<file path="src/rtl/hazard_scoreboard_unit_pkg.sv">
// hazard_pkg: shared types and constants for the hazard scoreboard unit.
package hazard_pkg;
  typedef enum logic [1:0] {FWD_RS = 2'd0, FWD_EX = 2'd1, FWD_MEM = 2'd2} fwd_src_e;
  localparam int ZERO_REG = 0;
  localparam int LOAD_LAT_W = 3;
endpackage

</file>
<file path="src/rtl/hazard_scoreboard_unit_if.sv">
// hazard_scoreboard_unit_if: decode group, stage destinations and issue/forwarding results.
// HAZARD_PERF_EN adds the 32-bit performance counter outputs.
interface hazard_scoreboard_unit_if #(
  parameter int WAYS = 3,
  parameter int NUM_REGS = 32
);
  localparam int RW = $clog2(NUM_REGS);
  localparam int WW = (WAYS > 1) ? $clog2(WAYS) : 1;
  localparam int CW = $clog2(WAYS + 1);
  logic flush;
  logic [WAYS-1:0] id_valid, id_rd_mem, ex_valid, mem_valid;
  logic [WAYS-1:0][RW-1:0] id_rs1, id_rs2, id_dest, ex_dest, mem_dest;
  logic [WAYS-1:0][1:0] rs1_src, rs2_src;
  logic [WAYS-1:0][WW-1:0] rs1_way, rs2_way;
  logic [CW-1:0] issue_count;
  logic stall_timeout;
`ifdef HAZARD_PERF_EN
  logic [31:0] perf_stall_cycles, perf_load_use, perf_intra_group;
  modport master(output flush, id_valid, id_rd_mem, ex_valid, mem_valid, id_rs1, id_rs2, id_dest,
                 ex_dest, mem_dest, input rs1_src, rs2_src, rs1_way, rs2_way, issue_count,
                 stall_timeout, perf_stall_cycles, perf_load_use, perf_intra_group);
  modport slave(input flush, id_valid, id_rd_mem, ex_valid, mem_valid, id_rs1, id_rs2, id_dest,
                ex_dest, mem_dest, output rs1_src, rs2_src, rs1_way, rs2_way, issue_count,
                stall_timeout, perf_stall_cycles, perf_load_use, perf_intra_group);
`else
  modport master(output flush, id_valid, id_rd_mem, ex_valid, mem_valid, id_rs1, id_rs2, id_dest,
                 ex_dest, mem_dest, input rs1_src, rs2_src, rs1_way, rs2_way, issue_count,
                 stall_timeout);
  modport slave(input flush, id_valid, id_rd_mem, ex_valid, mem_valid, id_rs1, id_rs2, id_dest,
                ex_dest, mem_dest, output rs1_src, rs2_src, rs1_way, rs2_way, issue_count,
                stall_timeout);
`endif
endinterface

</file>
<file path="src/rtl/hazard_scoreboard_unit_fwd_select.sv">
// fwd_select: picks the youngest EX/MEM producer of one source register.
module fwd_select
  import hazard_pkg::*;
#(
  parameter int WAYS = 3,
  parameter int RW = 5,
  parameter int WW = 2
) (
  input  logic [RW-1:0]            src_i,
  input  logic [WAYS-1:0]          ex_valid_i,
  input  logic [WAYS-1:0]          mem_valid_i,
  input  logic [WAYS-1:0][RW-1:0]  ex_dest_i,
  input  logic [WAYS-1:0][RW-1:0]  mem_dest_i,
  output fwd_src_e                 src_o,
  output logic [WW-1:0]            way_o
);
  // Later assignments win: MEM scanned first, then EX, each from way 0 upward.
  always_comb begin
    src_o = FWD_RS;
    way_o = '0;
    for (int i = 0; i < WAYS; i++)
      if (src_i != RW'(ZERO_REG) && mem_valid_i[i] && mem_dest_i[i] == src_i) begin
        src_o = FWD_MEM;
        way_o = WW'(i);
      end
    for (int i = 0; i < WAYS; i++)
      if (src_i != RW'(ZERO_REG) && ex_valid_i[i] && ex_dest_i[i] == src_i) begin
        src_o = FWD_EX;
        way_o = WW'(i);
      end
  end
endmodule

</file>
<file path="src/rtl/hazard_scoreboard_unit.sv">
// hazard_scoreboard_unit: ID-stage forwarding selects, load-use scoreboard, issue limit and stall watchdog.
// HAZARD_PERF_EN adds stall/load-use/intra-group performance counters.
module hazard_scoreboard_unit
  import hazard_pkg::*;
#(
  parameter int WAYS = 3,
  parameter int NUM_REGS = 32,
  parameter int LOAD_LAT = 1,
  parameter int MAX_STALL = 15
) (
  input logic clk_i,
  input logic rst_ni,
  hazard_scoreboard_unit_if.slave bus
);
  localparam int RW = $clog2(NUM_REGS);
  localparam int WW = (WAYS > 1) ? $clog2(WAYS) : 1;
  localparam int CW = $clog2(WAYS + 1);
  localparam int SW = $clog2(MAX_STALL + 1);
  logic [LOAD_LAT_W-1:0] pend_q [NUM_REGS];
  logic [LOAD_LAT_W-1:0] pend_d [NUM_REGS];
  logic [SW-1:0] stall_q, stall_d;
  logic timeout_q, timeout_d;
  logic [WAYS-1:0] blk_ld, blk_dep;
  logic [CW-1:0] issue;
  fwd_src_e s1_src [WAYS];
  fwd_src_e s2_src [WAYS];
  logic [WW-1:0] s1_way [WAYS];
  logic [WW-1:0] s2_way [WAYS];
  genvar g;
  for (g = 0; g < WAYS; g++) begin : g_fwd
    fwd_select #(.WAYS(WAYS), .RW(RW), .WW(WW)) u_rs1 (
      .src_i(bus.id_rs1[g]), .ex_valid_i(bus.ex_valid), .mem_valid_i(bus.mem_valid),
      .ex_dest_i(bus.ex_dest), .mem_dest_i(bus.mem_dest), .src_o(s1_src[g]), .way_o(s1_way[g])
    );
    fwd_select #(.WAYS(WAYS), .RW(RW), .WW(WW)) u_rs2 (
      .src_i(bus.id_rs2[g]), .ex_valid_i(bus.ex_valid), .mem_valid_i(bus.mem_valid),
      .ex_dest_i(bus.ex_dest), .mem_dest_i(bus.mem_dest), .src_o(s2_src[g]), .way_o(s2_way[g])
    );
  end
  always_comb begin
    for (int i = 0; i < WAYS; i++) begin
      bus.rs1_src[i] = s1_src[i];
      bus.rs2_src[i] = s2_src[i];
      bus.rs1_way[i] = s1_way[i];
      bus.rs2_way[i] = s2_way[i];
    end
  end
  // A matching nonzero earlier dest implies a nonzero source, so x0 never blocks.
  always_comb begin
    blk_ld = '0;
    blk_dep = '0;
    for (int i = 0; i < WAYS; i++) begin
      blk_ld[i] = bus.id_valid[i] &&
                  ((bus.id_rs1[i] != RW'(ZERO_REG) && pend_q[bus.id_rs1[i]] != '0) ||
                   (bus.id_rs2[i] != RW'(ZERO_REG) && pend_q[bus.id_rs2[i]] != '0));
      for (int j = 0; j < i; j++)
        blk_dep[i] = blk_dep[i] || (bus.id_valid[i] && bus.id_valid[j] &&
                     bus.id_dest[j] != RW'(ZERO_REG) &&
                     (bus.id_rs1[i] == bus.id_dest[j] || bus.id_rs2[i] == bus.id_dest[j]));
    end
  end
  always_comb begin
    issue = CW'(WAYS);
    for (int i = WAYS - 1; i >= 0; i--)
      issue = (blk_ld[i] || blk_dep[i]) ? CW'(i) : issue;
    issue = bus.flush ? '0 : issue;
  end
  always_comb begin
    for (int r = 0; r < NUM_REGS; r++)
      pend_d[r] = (bus.flush || pend_q[r] == '0) ? '0 : pend_q[r] - 1'b1;
    for (int i = 0; i < WAYS; i++)
      if (CW'(i) < issue && bus.id_valid[i] && bus.id_rd_mem[i] && bus.id_dest[i] != RW'(ZERO_REG))
        pend_d[bus.id_dest[i]] = LOAD_LAT_W'(LOAD_LAT);
  end
  assign stall_d = bus.flush ? '0 :
                   (bus.id_valid[0] && issue == '0) ?
                   ((stall_q == SW'(MAX_STALL)) ? stall_q : stall_q + 1'b1) : '0;
  assign timeout_d = !bus.flush && (timeout_q || stall_d == SW'(MAX_STALL));
  always_ff @(posedge clk_i or negedge rst_ni) begin
    if (!rst_ni) begin
      for (int r = 0; r < NUM_REGS; r++) pend_q[r] <= '0;
      stall_q <= '0;
      timeout_q <= 1'b0;
    end else begin
      pend_q <= pend_d;
      stall_q <= stall_d;
      timeout_q <= timeout_d;
    end
  end
  assign bus.issue_count = issue;
  assign bus.stall_timeout = timeout_q;
`ifdef HAZARD_PERF_EN
  logic [31:0] perf_stall_q, perf_ld_q, perf_dep_q;
  logic stall_cyc, cause_ld, cause_dep;
  always_comb begin
    stall_cyc = 1'b0;
    cause_ld = 1'b0;
    cause_dep = 1'b0;
    for (int i = 0; i < WAYS; i++)
      if (CW'(i) == issue && bus.id_valid[i]) begin
        stall_cyc = 1'b1;
        cause_ld = blk_ld[i];
        cause_dep = blk_dep[i];
      end
  end
  always_ff @(posedge clk_i or negedge rst_ni) begin
    if (!rst_ni) begin
      perf_stall_q <= '0;
      perf_ld_q <= '0;
      perf_dep_q <= '0;
    end else begin
      perf_stall_q <= perf_stall_q + 32'(stall_cyc);
      perf_ld_q <= perf_ld_q + 32'(cause_ld);
      perf_dep_q <= perf_dep_q + 32'(cause_dep);
    end
  end
  assign bus.perf_stall_cycles = perf_stall_q;
  assign bus.perf_load_use = perf_ld_q;
  assign bus.perf_intra_group = perf_dep_q;
`endif
endmodule

</file>
<file path="src/flat_wrapper.sv">
// flat-port wrapper written by rule: the top's interface ports become plain ports
module hazard_scoreboard_unit_flat import hazard_pkg::*;
#(
  parameter int WAYS = 3,
  parameter int NUM_REGS = 32,
  parameter int LOAD_LAT = 1,
  parameter int MAX_STALL = 15
)
  (clk_i, rst_ni, bus_flush, bus_id_valid, bus_id_rd_mem, bus_ex_valid, bus_mem_valid, bus_id_rs1, bus_id_rs2, bus_id_dest, bus_ex_dest, bus_mem_dest, bus_rs1_src, bus_rs2_src, bus_rs1_way, bus_rs2_way, bus_issue_count, bus_stall_timeout);
  hazard_scoreboard_unit_if #(.WAYS(WAYS), .NUM_REGS(NUM_REGS)) bus_i ();
  input logic clk_i;
  input logic rst_ni;
  input wire logic [$bits(bus_i.flush)-1:0] bus_flush;
  input wire logic [$bits(bus_i.id_valid)-1:0] bus_id_valid;
  input wire logic [$bits(bus_i.id_rd_mem)-1:0] bus_id_rd_mem;
  input wire logic [$bits(bus_i.ex_valid)-1:0] bus_ex_valid;
  input wire logic [$bits(bus_i.mem_valid)-1:0] bus_mem_valid;
  input wire logic [$bits(bus_i.id_rs1)-1:0] bus_id_rs1;
  input wire logic [$bits(bus_i.id_rs2)-1:0] bus_id_rs2;
  input wire logic [$bits(bus_i.id_dest)-1:0] bus_id_dest;
  input wire logic [$bits(bus_i.ex_dest)-1:0] bus_ex_dest;
  input wire logic [$bits(bus_i.mem_dest)-1:0] bus_mem_dest;
  output wire logic [$bits(bus_i.rs1_src)-1:0] bus_rs1_src;
  output wire logic [$bits(bus_i.rs2_src)-1:0] bus_rs2_src;
  output wire logic [$bits(bus_i.rs1_way)-1:0] bus_rs1_way;
  output wire logic [$bits(bus_i.rs2_way)-1:0] bus_rs2_way;
  output wire logic [$bits(bus_i.issue_count)-1:0] bus_issue_count;
  output wire logic [$bits(bus_i.stall_timeout)-1:0] bus_stall_timeout;
  assign bus_i.flush = bus_flush;
  assign bus_i.id_valid = bus_id_valid;
  assign bus_i.id_rd_mem = bus_id_rd_mem;
  assign bus_i.ex_valid = bus_ex_valid;
  assign bus_i.mem_valid = bus_mem_valid;
  assign bus_i.id_rs1 = bus_id_rs1;
  assign bus_i.id_rs2 = bus_id_rs2;
  assign bus_i.id_dest = bus_id_dest;
  assign bus_i.ex_dest = bus_ex_dest;
  assign bus_i.mem_dest = bus_mem_dest;
  assign bus_rs1_src = bus_i.rs1_src;
  assign bus_rs2_src = bus_i.rs2_src;
  assign bus_rs1_way = bus_i.rs1_way;
  assign bus_rs2_way = bus_i.rs2_way;
  assign bus_issue_count = bus_i.issue_count;
  assign bus_stall_timeout = bus_i.stall_timeout;
  hazard_scoreboard_unit #(.WAYS(WAYS), .NUM_REGS(NUM_REGS), .LOAD_LAT(LOAD_LAT), .MAX_STALL(MAX_STALL)) u_core (.clk_i(clk_i), .rst_ni(rst_ni), .bus(bus_i));
endmodule
</file>
<file path="config.mk">
export PLATFORM = sky130hd
export DESIGN_NAME = hazard_scoreboard_unit_flat
export DESIGN_NICKNAME = d
export VERILOG_FILES = /design/src/rtl/hazard_scoreboard_unit_pkg.sv /design/src/rtl/hazard_scoreboard_unit_if.sv /design/src/rtl/hazard_scoreboard_unit_fwd_select.sv /design/src/rtl/hazard_scoreboard_unit.sv /design/src/flat_wrapper.sv
export SDC_FILE = /design/constraint.sdc
export NUM_CORES = 1
export LEC_CHECK = 0
export CAP_MARGIN = 30
export CORE_MARGIN = 3
export CORE_UTILIZATION = 42
export CTS_CLUSTER_DIAMETER = 80
export DETAILED_ROUTE_END_ITERATION = 8
export GPL_TIMING_DRIVEN = 0
export SYNTH_ARGS = -nofsm -noshare
export SYNTH_HDL_FRONTEND = slang
export SYNTH_SLANG_ARGS = --single-unit
export TNS_END_PERCENT = 20
</file>
<file path="constraint.sdc">
create_clock -name clk_i -period 5.55 [get_ports clk_i]
set_clock_uncertainty 0.2 [all_clocks]
set_input_delay 1.665 -clock clk_i [delete_from_list [all_inputs] [get_ports clk_i]]
set_output_delay 1.665 -clock clk_i [all_outputs]
set_load 0.005 [all_outputs]
</file>
Word level (Yosys, flattened, before mapping). Index checks and enable logic that the tools add are counted.

Input port bits: 90. Bits in registers: 101. Output and inout port bits: 27.

Bitwise gates (word level): 18. $add $sub $neg: 33. Muxes and demuxes: 132. Equality and inequality tests: 44. Reductions and logical operators: 195. Order comparisons: 15.

Operators with widths (count): 96-bit 2-to-1 mux (3); 5-bit == test (42); 64-bit bitwise AND (3); 64-bit inverter (3); 3-bit 2-to-1 mux (47); 2-bit 2-to-1 mux (63); 1-bit logical AND (104); 3-bit logical NOT (32); 32-bit OR (3); 3-bit by 1-bit subtractor with 3-bit output, second input constant (32); 3-bit binary-select mux with 5-bit select (6); 6-bit >= comparator, second input constant (9); 5-bit inverter with 6-bit output (9); 3-bit demux with 5-bit select (3); 5-bit nonzero test (9); 1-bit logical OR (42); 6-bit by 1-bit < comparator with 1-bit output, second input constant (3); 3-bit nonzero test (6); 4-bit 2-to-1 mux (3); 4-bit == test, second input constant (2); 1-bit 2-to-1 mux (7); 4-bit by 1-bit adder with 4-bit output, second input constant (1); 1-bit by 2-bit < comparator with 1-bit output, first input constant (2); 2-bit logical NOT (1); 2 further kinds (2).

Longest topological paths before layout. Gate-level depths: netlist (run 1).

Depth after elaboration: 22. Depth in mapped cells: 12. Depth with buffers taken out: 8.

By module. From an unflattened synthesis (run 1), not the netlist that was laid out.

Cell total of the unflattened synthesis: 1200. Area total of the unflattened synthesis: 11010.6 um^2.

By module, submodules not included: hazard_scoreboard_unit (instances 1, area each 8368.0 um^2, cells each 870); fwd_select (instances 6, area each 440.4 um^2, cells each 55).

Worst setup path after synthesis (run 1). Ideal clock, no wire load.

Path kind: input -> output. From: in bus_id_rs1[1]. To: out bus_issue_count[1]. Cell stages on the path: 10. Required time: 3.685 ns. Path buffers: 3. Setup slack: -0.051 ns. Data arrival time: 3.736 ns. Path through: buf_4 -> inv_2 -> mux4_2 -> mux2_2 -> and3_1 -> a2111o_1 -> buf_4 -> nand3_4 -> buf_8 -> nor2_1.

Word-level cells in the longest chain between the ends: 10. Elaborated cells on any way between the ends: 11. Those cells by class: mux (5); bitwise (1); reduce/logical (5).

Ends and longest elaborated chain: start, declared (line flat_wrapper.sv:18) `input wire logic [$bits(bus_i.id_rs1)-1:0] bus_id_rs1;`; 5-bit inverter with 6-bit output (implied by the code) (line hazard_scoreboard_unit.sv:54) `((bus.id_rs1[i] != RW'(ZERO_REG) && pend_q[bus.id_rs1[i]] != '0) ||`; 3-bit binary-select mux with 5-bit select (line hazard_scoreboard_unit.sv:54); 3-bit 2-to-1 mux (implied by the code) (2 in a row) (line hazard_scoreboard_unit.sv:54); 3-bit nonzero test (line hazard_scoreboard_unit.sv:54); 1-bit logical AND * (line hazard_scoreboard_unit.sv:54); 1-bit logical OR * (line hazard_scoreboard_unit.sv:54); 1-bit logical AND * (line hazard_scoreboard_unit.sv:53) `blk_ld[i] = bus.id_valid[i] &&`; 2-bit 2-to-1 mux * (line hazard_scoreboard_unit.sv:65) `issue = (blk_ld[i] || blk_dep[i]) ? CW'(i) : issue;`; 2-bit 2-to-1 mux * (line hazard_scoreboard_unit.sv:66) `issue = bus.flush ? '0 : issue;`; end, declared (line flat_wrapper.sv:27) `output wire logic [$bits(bus_i.issue_count)-1:0] bus_issue_count;`.

Mark *: on every way between the ends. The rest lies on a longest branch, timed or not. The select of a mux whose other input is x is not followed.

Worst setup path after layout (run 1).
From: in bus_id_rs2[11]. To: out bus_rs2_src[4].

Word-level cells in the longest chain between the ends: 8. Elaborated cells on any way between the ends: 21. Those cells by class: eq/ne (5); mux (5); reduce/logical (11).

Ends and longest elaborated chain: start, declared (line flat_wrapper.sv:19) `input wire logic [$bits(bus_i.id_rs2)-1:0] bus_id_rs2;`; 5-bit nonzero test (line hazard_scoreboard_unit_fwd_select.sv:22, hazard_scoreboard_unit_fwd_select.sv:27); 1-bit logical AND (2 in a row) (line hazard_scoreboard_unit_fwd_select.sv:22) `if (src_i != RW'(ZERO_REG) && mem_valid_i[i] && mem_dest_i[i] == src_i) begin`; 2-bit 2-to-1 mux (2 in a row) (line hazard_scoreboard_unit_fwd_select.sv:22); 2-bit 2-to-1 mux (2 in a row) (line hazard_scoreboard_unit_fwd_select.sv:27) `if (src_i != RW'(ZERO_REG) && ex_valid_i[i] && ex_dest_i[i] == src_i) begin`; 2-bit 2-to-1 mux * (line hazard_scoreboard_unit_fwd_select.sv:27); end, declared (line flat_wrapper.sv:24) `output wire logic [$bits(bus_i.rs2_src)-1:0] bus_rs2_src;`.

Mark *: on every way between the ends. The rest lies on a longest branch, timed or not.

==> results of run 1 <==
-- final cells by class --
type | count | area [sq um] | area share
flip-flops and latches | 101 | 2527 | 0.1704
well taps | 378 | 473.0 | 0.03189
diodes | 3 | 7.507 | 0.0005062
inverters | 114 | 447.9 | 0.03020
clock inverters | 5 | 42.54 | 0.002868
clock buffers | 11 | 242.7 | 0.01637
multi-input cells | 1153 | 8972 | 0.6050
plain buffers | 120 | 863.3 | 0.05821
repair buffers | 140 | 1254 | 0.08454
-- worst paths after layout --
kind | endpoint | start | slack [ps]
hold / removal | u_core.pend_q[93]$_DFF_PN0_ | u_core.pend_q[93]$_DFF_PN0_ | 320
max in group asynchronous | u_core.pend_q[31]$_DFF_PN0_ | rst_ni | 3340
setup / recovery | bus_rs2_src[4] | bus_id_rs2[11] | 20
min in group asynchronous | u_core.pend_q[11]$_DFF_PN0_ | rst_ni | 1070
hold reg to reg | u_core.pend_q[93]$_DFF_PN0_ | u_core.pend_q[93]$_DFF_PN0_ | 320
setup reg to reg | u_core.pend_q[1]$_DFF_PN0_ | u_core.pend_q[4]$_DFF_PN0_ | 1440
-- timing repair --
| action | in CTS | in global routing |
|---|---|---|
| hold buffers | 0 | 0 |
| setup endpoints to repair | 26 | 21 |
| gates resized for setup | 233 | 97 |
| setup buffers | 36 | 17 |
| endpoints found under the hold margin | 0 | 0 |
| gates cloned | 1 | 0 |
| pin swaps | 21 | 25 |
-- worst max-delay path: cells and delay by family --
family | cells | cell delay (ps)
buffers and inverters | 4 | 1200
xor gates and xnor gates | 1 | 290
and+or+nand+nor | 2 | 510
-- stage by stage --
step	std cells	hold WS, ps	setup WS [ps]	TNS (ps)	util
after global routing	2024	364.1	-55.15	-141.4	0.5308
after CTS	2005	323.9	-122.0	-506.5	0.5148
after floorplan	1492	262.4	61.26	0	-
after global placement	1938	290.5	-1744	-195030	0.4697
after detailed placement	1954	295.2	-1666	-38590	0.4740
final	2025	316.7	15.47	0	0.5309
-- where the power goes --
group	internal, mW	switching (mW)	leakage, nW
registers	1.06	0.358	1.36
logic	1.59	2.28	4.31
clock network	0.324	0.321	0.142
-- cell usage in the layout, fill, tap and decap left out, drive strengths merged, types with 14 or more instances in the layout --
master / instances
buf: 157
mux4: 17
or3: 82
clkbuf: 59
dfrtp: 101
nor4: 94
or2: 22
a211oi: 16
mux2i: 16
o21ai: 17
nor3: 133
nand4: 44
a2111oi: 14
ha: 65
nand3: 35
a21oi: 23
xor2: 90
dlygate4sd2: 15
inv: 115
xnor2: 115
nor3b: 15
nand2: 90
nand2b: 15
o32ai: 30
nor2: 101
clkdlybuf4s50: 30
-- kinds of logic (layout without fill, tap and decap cells) --
| family | Yosys count | in the layout |
|---|---|---|
| simple gates | 674 | 674 |
| other cells | 0 | 3 |
| flops | 101 | 101 |
| buf+inv | 238 | 390 |
| fa+ha+maj | 65 | 65 |
| compound gates | 167 | 167 |
| mux | 42 | 42 |
| xor+xnor | 205 | 205 |
-- state kept, by name, indices dropped and copies added (netlist names) --
name and count:
u_core.pend_q 96, u_core.stall_q 4, u_core.bus.stall_timeout 1
-- layer usage --
metal	wire length (um)	global-route usage
met2	21570	0.4808
met4	2774	0.1646
met3	3936	0.05346
met1	19500	0.3976
met5	0	0
==> qor.txt, run 1 <==
status: complete, no violations
DP Area: 13,240 sq um
PwrDens: 399.6 nW/um^2
TritonCTS Buffers: 9
post-synthesis mux area share: 0.05386
initial antenna violation count: 2
hold depth: 1
cell area after synthesis: 11,960 sq um
grt total ovfl: 0
Initial Utilization: 0.4283
f_max: 180.7 MHz
Synth Area in XOR/XNOR: 0.1501
critical-path cell list: buf_2 -> buf_4 -> buf_4 -> xor2_1 -> nor4_4 -> or3_1 -> clkdlybuf4s50_1
Critical Path Sink Type: output pin
total power of the final layout: 5.927 mW
die area: 30,550 sq um
CTS root buffer: clkbuf_16
clk slew on worst S/H paths: 80 ps
Critical Path RT: 3690 ps
CTS H-tree depth: 3
GRT Total Usage: 0.3047
CTS Sinks: 101
Synth Area in Compound Gates: 0.1272
YS warnings: 0
Critical Path Fanout Max: 10
critical path type: in2out
most numerous cell on the critical path: buf_4
Synth Register Bits: 101
Hold Crit Class: reg2reg
Syn Inst Count: 1,492
pin count of the biggest net entering global routing: 66
syn nets: 1,647
most frequent cell after synthesis: nor3_1
Die Span Y: 174.8 um
endpoints failing setup: 0
count of final hold-check violations: 0
clock insertion delay at the later pin of the skew report: 360 ps
fillcell total: 2,644
Nets: 1,794
share of layout cells above drive strength 1: 0.2080
Wirelength per Cell: 23.60 um
IO buf count: 68
Synth area leaders: dfrtp_1 (21%), xnor2_1 (8.4%), ha_1 (6.8%)
core area: 27,930 sq um
IO Count: 117
remaining antenna violation count: 0
Final Max Slew Viols: 0
largest family of logic cells by synthesized area: simple AND/OR/NAND/NOR gates
Seq/Total Area, Yosys: 0.2113
simple-gate portion of the synthesized area: 0.3042
RSZ-0062 raised after global routing: true
routability cong.: 0.9923
Lkg Pwr: 5.806 nW
R2R cell count: 8
DRC: 0
synthesized area per cell: 8.019 sq um
crit share post-route: 0.9972
cell taking the most area after synthesis: dfrtp_1
std cell rows: 61
clk buf depth: 2
crit-path max cell delay: 460 ps
DR vias: 12,560
vias in the first global route: 12,070
EDFF count, synth: 0
Slew headroom: 0.2315
first-pass GRT wire length: 71.91 mm
Pre-Repair DR Iteration Count: 7
Vias/cell: 6.201
Critical Path AT: 3670 ps
DRT Wirelength: 47.79 mm
TritonCTS clock tree: built
slowest CP cell: clkdlybuf4s50_1
area growth from synthesis to layout: 23.96%
top cells by count, synth: nor3_1 (132), xnor2_1 (115), inv_1 (111)
CP Launch Type: input port
Synth async-reset ratio: 1.000
Worst-Margin Slew: 1144 ps
library cells used by synthesis: 74
predominant post-synthesis flop cell: dfrtp_1
maxcap violations: 0
Final HPWL DP: 35.90 mm
Detailed Route Iter0 Violations: 1,403
Yosys top cell area share: 0.2113
Final Instance Area: 14,830 sq um
worst vdd ir: 0.0002382 V
Die Wd: 174.8 um
post-layout min period: 5535 ps
adder-cell share of the synthesized area: 0.06798
Note: power is estimated with default switching activity, not from simulation.
==> run 2, diff against run 1 <==
CELL_PAD_IN_SITES_DETAIL_PLACEMENT = 0   (was unset)
CELL_PAD_IN_SITES_GLOBAL_PLACEMENT = 1   (was unset)
CORE_UTILIZATION = 40   (was 42)
PLACE_DENSITY_LB_ADDON = 0.1   (was unset)
==> qor.txt, run 2 (synthesis results as in run 1) <==
status: complete, but fails checks
failing checks: negative setup slack
met3 GRT Util: 0.05294
CP Launch Type: input port
Fin Setup TNS: -26.80 ps
DR vias: 12,330
Hold Crit Class: reg2reg
IO buf count: 68
Wirelength per Cell: 24.86 um
pre-CTS setup slack: -1793 ps
most frequent cells in the layout: nor3_1 (126), xnor2_1 (115), inv_1 (109), dfrtp_1 (101), nor2_1 (94)
Critical Path Sink Type: output pin
grt total ovfl: 0
std cell rows: 62
Final Instance Area: 14,760 sq um
PnR worst setup slack: -18.18 ps
count of final hold-check violations: 0
Lkg Pwr: 5.778 nW
clk buf depth: 2
most used routing layer: met2
DRC: 0
Worst-Margin Slew: 1044 ps
vias in the first global route: 12,020
IO Count: 117
share of layout cells above drive strength 1: 0.1968
TritonCTS Buffers: 9
TritonCTS clock tree: built
Final Max Slew Viols: 0
Critical Path Fanout Max: 10
f_max: 179.6 MHz
Detailed Route Iter0 Violations: 1,212
most common cell after layout, fill and taps aside: nor3_1
Biggest register: u_core.pend_q
Vias/cell: 6.135
Final HPWL DP: 38.08 mm
critical path type: in2out
CTS root buffer: clkbuf_16
clock insertion delay at the later pin of the skew report: 370 ps
CTS Sinks: 101
PwrDens: 397.5 nW/um^2
min-delay src: u_core.pend_q[93]$_DFF_PN0_
CTS H-tree depth: 3
Initial Utilization: 0.4113
total power of the final layout: 5.866 mW
die area: 32,020 sq um
met1 Resource Use GR: 0.4097
Reg area: 2527 sq um
area growth from synthesis to layout: 23.35%
Nets: 1,777
remaining antenna violation count: 0
Die Span Y: 178.9 um
pin count of the biggest net entering global routing: 38
DP Area: 13,280 sq um
Slew headroom: 0.3004
max FFs per register: 96
Pre-Repair DR Iteration Count: 6
clk slew on worst S/H paths: 80 ps
crit share post-route: 1.003
DRT Wirelength: 49.98 mm
routability cong.: 0.9611
worst r2r src: u_core.pend_q[25]$_DFF_PN0_
first-pass GRT wire length: 74.41 mm
endpoints failing setup: 2
GR Util met2: 0.4959
total area of multi-input combinational cells: 9011 sq um
RSZ-0062 raised after global routing: true
Die Wd: 178.9 um
Layout Utilization: 0.5073
Critical Path AT: 3700 ps
post-layout min period: 5568 ps
core area: 29,090 sq um
Worst Setup SP: bus_id_rs1[13]
Critical Path RT: 3690 ps
worst vdd ir: 0.0003061 V
GRT Total Usage: 0.3093
fillcell total: 2,885
number of diodes: 0
initial antenna violation count: 0
maxcap violations: 0
[run 2: cell types whose count changed in the layout (fill, tap and decap cells not counted), moves of 5 or more]
cell / previous run / this run
buf_4: 67 / 51
nor4_2: 24 / 14
buf_6: 25 / 32
nor4_1: 61 / 66
nor4_4: 9 / 14
[run 2: report_power, final]
group | internal (mW) | switching [mW]
Combinational | 1.56 | 2.25
Sequential | 1.06 | 0.347
Clock | 0.312 | 0.332
[run 2: worst paths after layout]
check	end	slack, ps	cells after the start
min reg2reg	u_core.pend_q[93]$_DFF_PN0_	340	1
min in group asynchronous	u_core.pend_q[84]$_DFF_PN0_	1010	1
max in group asynchronous	u_core.pend_q[22]$_DFF_PN0_	3290	3
min	u_core.pend_q[93]$_DFF_PN0_	340	1
max reg2reg	u_core.pend_q[90]$_DFF_PN0_	1560	10
max	bus_rs1_way[5]	-20	9
[run 2: repair_timing]
item	CTS	global route
pin swaps	20	29
gates resized for setup	254	107
hold buffers	0	0
gates cloned	1	0
setup endpoints to repair	31	23
setup buffers	30	7
[run 2: area by class of cell]
| class | instances | share of cell area |
|---|---|---|
| Multi-Input combinational cell | 1153 | 0.6106 |
| Sequential cell | 101 | 0.1713 |
| Timing Repair Buffer | 122 | 0.07249 |
| Buffer | 121 | 0.06384 |
| Tap cell | 384 | 0.03256 |
| Inverter | 114 | 0.03018 |
| Clock buffer | 9 | 0.01526 |
| Clock inverter | 6 | 0.003815 |
[run 2: routing by layer]
layer  routed length, um  share of wire
met5                   0              0
met4                2418          0.048
met3                3758          0.075
met2               22450           0.45
met1               21350           0.43
[run 2: stage by stage]
| step | instances | hold WS, ps |
|---|---|---|
| floorplan | 1492 | 262.4 |
| global placement | 1944 | 288.0 |
| detailed placement | 1960 | 295.3 |
| CTS | 2004 | 330.1 |
| global route | 2010 | 361.1 |
| finish | 2010 | 335.9 |
[run 2: worst max-delay path, cell delays in order]
cell             delay (ps)
clkbuf_2                240
buf_6                   230
nor2_1                   80
nor4b_4                 140
buf_6                   150
buf_4                   140
nor4_4                  380
a21o_1                  170
clkdlybuf4s50_1         490
